**src/rtl/psdsquare.sv**
```systemverilog
// Bit-serial shift-and-add squarer: one multiplier bit per clock, exact
// unsigned xin*xin after NBITSIN iterations, loaded into sq by a stop pulse.
module psdsquare #(
    parameter int NBITSIN = 16
) (
    input  logic                   clock,
    input  logic                   reset,
    input  logic                   start,
    input  logic                   stop,
    input  logic [NBITSIN-1:0]     xin,
    output logic [2*NBITSIN-1:0]   sq,
    output logic                   busy,
    output logic                   done
);

    localparam int W  = 2 * NBITSIN;
    localparam int CW = $clog2(NBITSIN + 1);

    logic [W-1:0]       a;
    logic [W-1:0]       acc;
    logic [NBITSIN-1:0] b;
    logic [CW-1:0]      cnt;

    // sq sees the accumulator value from before this edge's update, so a stop
    // coinciding with a start still captures the previous result.
    // NOTE: non-blocking assignments make every register in this block read the
    // pre-edge values, which is exactly the ordering stop-vs-start relies on.
    always_ff @(posedge clock or posedge reset) begin
        if (reset) begin
            sq <= '0;
        end else if (stop) begin
            sq <= acc;
        end
    end

    always_ff @(posedge clock or posedge reset) begin
        if (reset) begin
            a    <= '0;
            b    <= '0;
            acc  <= '0;
            cnt  <= '0;
            busy <= 1'b0;
            done <= 1'b0;
        end else if (start) begin
            a    <= {{NBITSIN{1'b0}}, xin};
            b    <= xin;
            acc  <= '0;
            cnt  <= CW'(NBITSIN);
            busy <= 1'b1;
            done <= 1'b0;
        end else if (busy) begin
            // Fixed latency: no early exit once the remaining multiplier bits are zero.
            if (b[0]) begin
                acc <= acc + a;
            end
            a   <= a << 1;
            b   <= b >> 1;
            cnt <= cnt - CW'(1);
            if (cnt == CW'(1)) begin
                busy <= 1'b0;
                done <= 1'b1;
            end
        end
    end

endmodule

```
**config.mk**
```make
export PLATFORM = sky130hd
export DESIGN_NAME = psdsquare
export DESIGN_NICKNAME = d
export VERILOG_FILES = /design/src/rtl/psdsquare.sv
export SDC_FILE = /design/constraint.sdc
export NUM_CORES = 1
export LEC_CHECK = 0
export ABC_AREA = 1
export CAP_MARGIN = 25
export CORE_UTILIZATION = 53
export CTS_CLUSTER_SIZE = 30
export DETAILED_ROUTE_END_ITERATION = 10
export PLACE_DENSITY = 0.77
export REMOVE_ABC_BUFFERS = 1
export SLEW_MARGIN = 20
export SYNTH_ARGS = -nofsm -noshare
export SYNTH_HDL_FRONTEND = slang
export SYNTH_SLANG_ARGS = --single-unit
```
**constraint.sdc**
```tcl
create_clock -name clock -period 3.2 [get_ports clock]
set_input_delay 0.32 -clock clock [delete_from_list [all_inputs] [get_ports clock]]
set_output_delay 0.32 -clock clock [all_outputs]
set_load 0.02 [all_outputs]
```
==> impl_summary.md <==
Routing
The count of TritonRoute iterations in the first routing pass is 5. The detail route stage leaves a number of antenna-violating nets equal to 0. The routed wire length is around 16000 um. In the routed layout, each cell is associated on average with a via count of between 5 and 6. The routed wirelength normalized by instance count is 14.2 um.

In the routed design, unresolved DRC markers number 0. The routed via count is 5899. The number of DRC markers in iteration 0 is ~380.

Layout
Measured on the finished design, the core utilization comes to about 65%. The area growth from synthesis to layout is 18.3%. The post-route netlist has 10.2% of its cells at a drive strength greater than 1.

After the flow finishes, the layout carries non-filler instances totaling between 1000 and 1500. For this run, the post-layout net count is just over 1000. The number of diodes added for antenna fixing is 0.

Setup path
The required time of the worst setup path is between 3 and 4 ns. The minimum setup slack among reg-to-reg paths is between 1 and 1.5 ns. The worst path arrival time is around 2.6 ns. The maximum fanout encountered on the critical timing path is 20. The type of the worst setup path is in2reg. STA classifies the critical path startpoint as an input pin. The worst setup path is captured at a register.

Die
The starting density of the core is approximately 55%. The floorplan has 41 rows. The overall die width is between 100 and 150 um. The area of the placeable core is 0.0127 mm^2. The floorplan step set the die height to approximately 120 um. The I/O pin count is 54.

The area enclosed by the die boundary is 0.0136 mm^2.

GRT
The sum of overflow across all layers after global routing is 0. The number of antenna violations at the first check in global routing is 0. Entering global routing, the biggest net connects 68 pins. The via count of the first global-routing pass came to approximately 5600.

The first global-routing pass estimated between 20000 and 30000 um of wire. The global router's overall resource usage is between 20% and 30%.

Clocking
In this run the clock root is driven by a sky130_fd_sc_hd__clkbuf_16. The clock drives roughly 120 sinks. The clock-pin slew of the registers on the worst-case setup and hold paths is ~0.05 ns. The clock passes through at most 2 buffers. TritonCTS built the clock tree.

CTS built an H-tree with a depth of 4. Post-CTS repair changed the size of 0 cells. The quantity of hold-fixing buffers added after cts is 0.

Clock tree synthesis inserted a total of 17 buffers. Clock latency on the worst-skew pair, taken at its later pin, is roughly 0.42 ns. Once the clock tree was built, the setup fixing pass inserted 0 buffers.

Synth
By area the synthesized netlist is led by sky130_fd_sc_hd__dfrtp_1 (43%), sky130_fd_sc_hd__nand2_1 (16%), sky130_fd_sc_hd__inv_1 (9.1%), sky130_fd_sc_hd__ha_1 (5.9%), sky130_fd_sc_hd__mux2_2 (4.8%). A synthesized cell averages between 7 and 8 um^2. The synthesized design contains between 100 and 150 register bits. The async set-or-reset flop fraction in the synthesized netlist is 100%. Among all flip-flop cells after synthesis, the most frequent one is sky130_fd_sc_hd__dfrtp_1. The number of warnings issued by yosys is 0. The commonest cells after synthesis are sky130_fd_sc_hd__nand2_1 (297), sky130_fd_sc_hd__inv_1 (169), sky130_fd_sc_hd__dfrtp_1 (119).

The cell count after synthesis is between 900 and 1000. The fraction of the yosys area taken by sequential cells is 42.7%. The largest area contributor in the synthesized netlist is sky130_fd_sc_hd__dfrtp_1.

The most numerous cell in the Yosys netlist is sky130_fd_sc_hd__nand2_1. In this run the cell area of the synthesized design comes to roughly 0.007 mm^2. In this run, synthesis inferred 0 flip-flops with an integrated enable.

In this run the biggest area consumer among cell types represents roughly 43% of the synthesized area. The post-synthesis cell type count is 39.

Outcome
The flow ran to the end, and the final reports show no timing, DRC or antenna violations.

Place
The routability-driven placement congestion ratio is just over 0.9. The number of buffer cells added on primary ports is between 50 and 60. The post-placement cell count is 1117. The placed wire-length estimate is between 10000 and 15000 um. Prior to clock tree synthesis, the placed netlist has a worst setup slack of between 0.5 and 0.6 ns.

Timing
The final-report max-slew violation count was 0. The achievable clock frequency is about 440 MHz. The number of hold-slack violations in the final timing report came to 0.

At the pin with the least slew margin, the transition time is 0.899 ns. The period utilization is between 70% and 80%. The worst slew margin relative to its limit is about two fifths.

Across all hold checks on the routed design, the worst slack comes to between 0.3 and 0.4 ns. Setup repair after global routing left no endpoint under its margin. Subtracting the final worst setup slack from the clock period gives between 2 and 2.5 ns. Setup violations remaining at the end of the flow were counted as 0. After layout, the worst setup slack is between 0.9 and 1 ns. Across the routed clock network, the largest skew measured is between 0.006 and 0.007 ns.

Power
Across the VDD grid, the largest voltage drop is about 0.00036 V. The overall power consumption is about 4.5 mW. For this design the ratio of total power to cell area is around 550 mW/mm^2. Summed over all cells, the static leakage comes to 4.49 nW.

Hold path
The min-delay analysis places its worst path in the category in2async.

Run
The max capacitance violation total is 0.
[power breakdown]
part	switching, mW	total, mW	internal [mW]	leakage (nW)
logic	0.564	0.906	0.341	2.64
clock network	0.693	1.90	1.20	0.278
registers	0.0915	1.74	1.65	1.57
total	1.35	4.54	3.19	4.49
[per-stage QoR]
step                      area [um^2]  setup TNS, ns
after floorplan                  6880         -33.02
after global placement           7670              0
after detailed placement         7670              0
after CTS                        8260              0
after global routing             8260              0
final                            8260              0
[critical path, cell delays in order]
cell,delay (ns)
sky130_fd_sc_hd__clkdlybuf4s50_1,0.78
sky130_fd_sc_hd__nor2_2,0.12
sky130_fd_sc_hd__nand2_1,0.09
sky130_fd_sc_hd__buf_4,0.18
sky130_fd_sc_hd__clkinv_1,0.58
sky130_fd_sc_hd__a32o_1,0.49
[area by class of cell]
type	instances	area (um^2)
well taps	172	215
flip-flops and latches	119	2980
clock buffers	21	470
multi-input cells	593	3240
inverters	176	663
clock inverters	11	121
repair buffers	57	573
fillers	1161	4460
[state kept, by name (all words and copies together), names as in the netlist]
signal and cells:
a 32, acc 32, sq 32, b 16, cnt 5, busy 1, done 1
[routing by layer]
layer / GRT usage [%] / vias to the layer above / share of wire, %
li1: - / 3011 / -
met1: 36.9 / 2750 / 48
met2: 42.2 / 119 / 46
met3: 6.54 / 19 / 5.1
met4: 7.00 / 0 / 1.3
met5: 0 / - / 0
[logic make-up (layout without fill, tap and decap cells)]
logic type               Yosys count  after routing  share of synthesized area, %
multiplexers                      30             30                          4.84
adder cells (fa/ha/maj)           34             34                          6.20
AND/OR/NAND/NOR                  415            415                          24.7
AO/OA/AOI/OAI                    111            111                          10.3
flip-flops                       119            119                          42.7
XOR/XNOR                           3              3                         0.376
buffers and inverters            198            265                          10.9
[path summary, 6_finish.rpt]
kind	from	end	cells past startpoint
worst max-delay path	start	acc[3]$_DFFE_PP0P_	6
max in group asynchronous	reset	acc[4]$_DFFE_PP0P_	3
worst min-delay path	reset	sq[29]$_DFFE_PP0P_	2
worst max register to register	acc[0]$_DFFE_PP0P_	acc[28]$_DFFE_PP0P_	13
worst min register to register	cnt[2]$_DFFE_PP0P_	cnt[2]$_DFFE_PP0P_	1
min in group clock	cnt[2]$_DFFE_PP0P_	cnt[2]$_DFFE_PP0P_	1
[layout by cell type (no fill, tap or decap), drive strengths merged, types with 2 or more instances in the layout]
| cell type | synthesis | routed |
|---|---|---|
| o21ai | 22 | 22 |
| clkbuf | 9 | 21 |
| nor3 | 5 | 5 |
| mux2 | 30 | 30 |
| o21bai | 3 | 3 |
| nand2 | 310 | 310 |
| nand4 | 3 | 3 |
| a21oi | 33 | 33 |
| inv | 175 | 176 |
| ha | 33 | 33 |
| dfrtp | 119 | 119 |
| o31ai | 2 | 2 |
| xnor2 | 2 | 2 |
| clkinvlp | 0 | 5 |
| clkdlybuf4s50 | 0 | 53 |
| nor2 | 52 | 52 |
| clkinv | 1 | 4 |
| a32o | 2 | 2 |
| nand3b | 2 | 2 |
| buf | 13 | 4 |
| bufinv | 0 | 2 |
| nand3 | 41 | 41 |
| o221ai | 28 | 28 |
| o22ai | 17 | 17 |
Note: power is estimated with default switching activity, not from simulation.
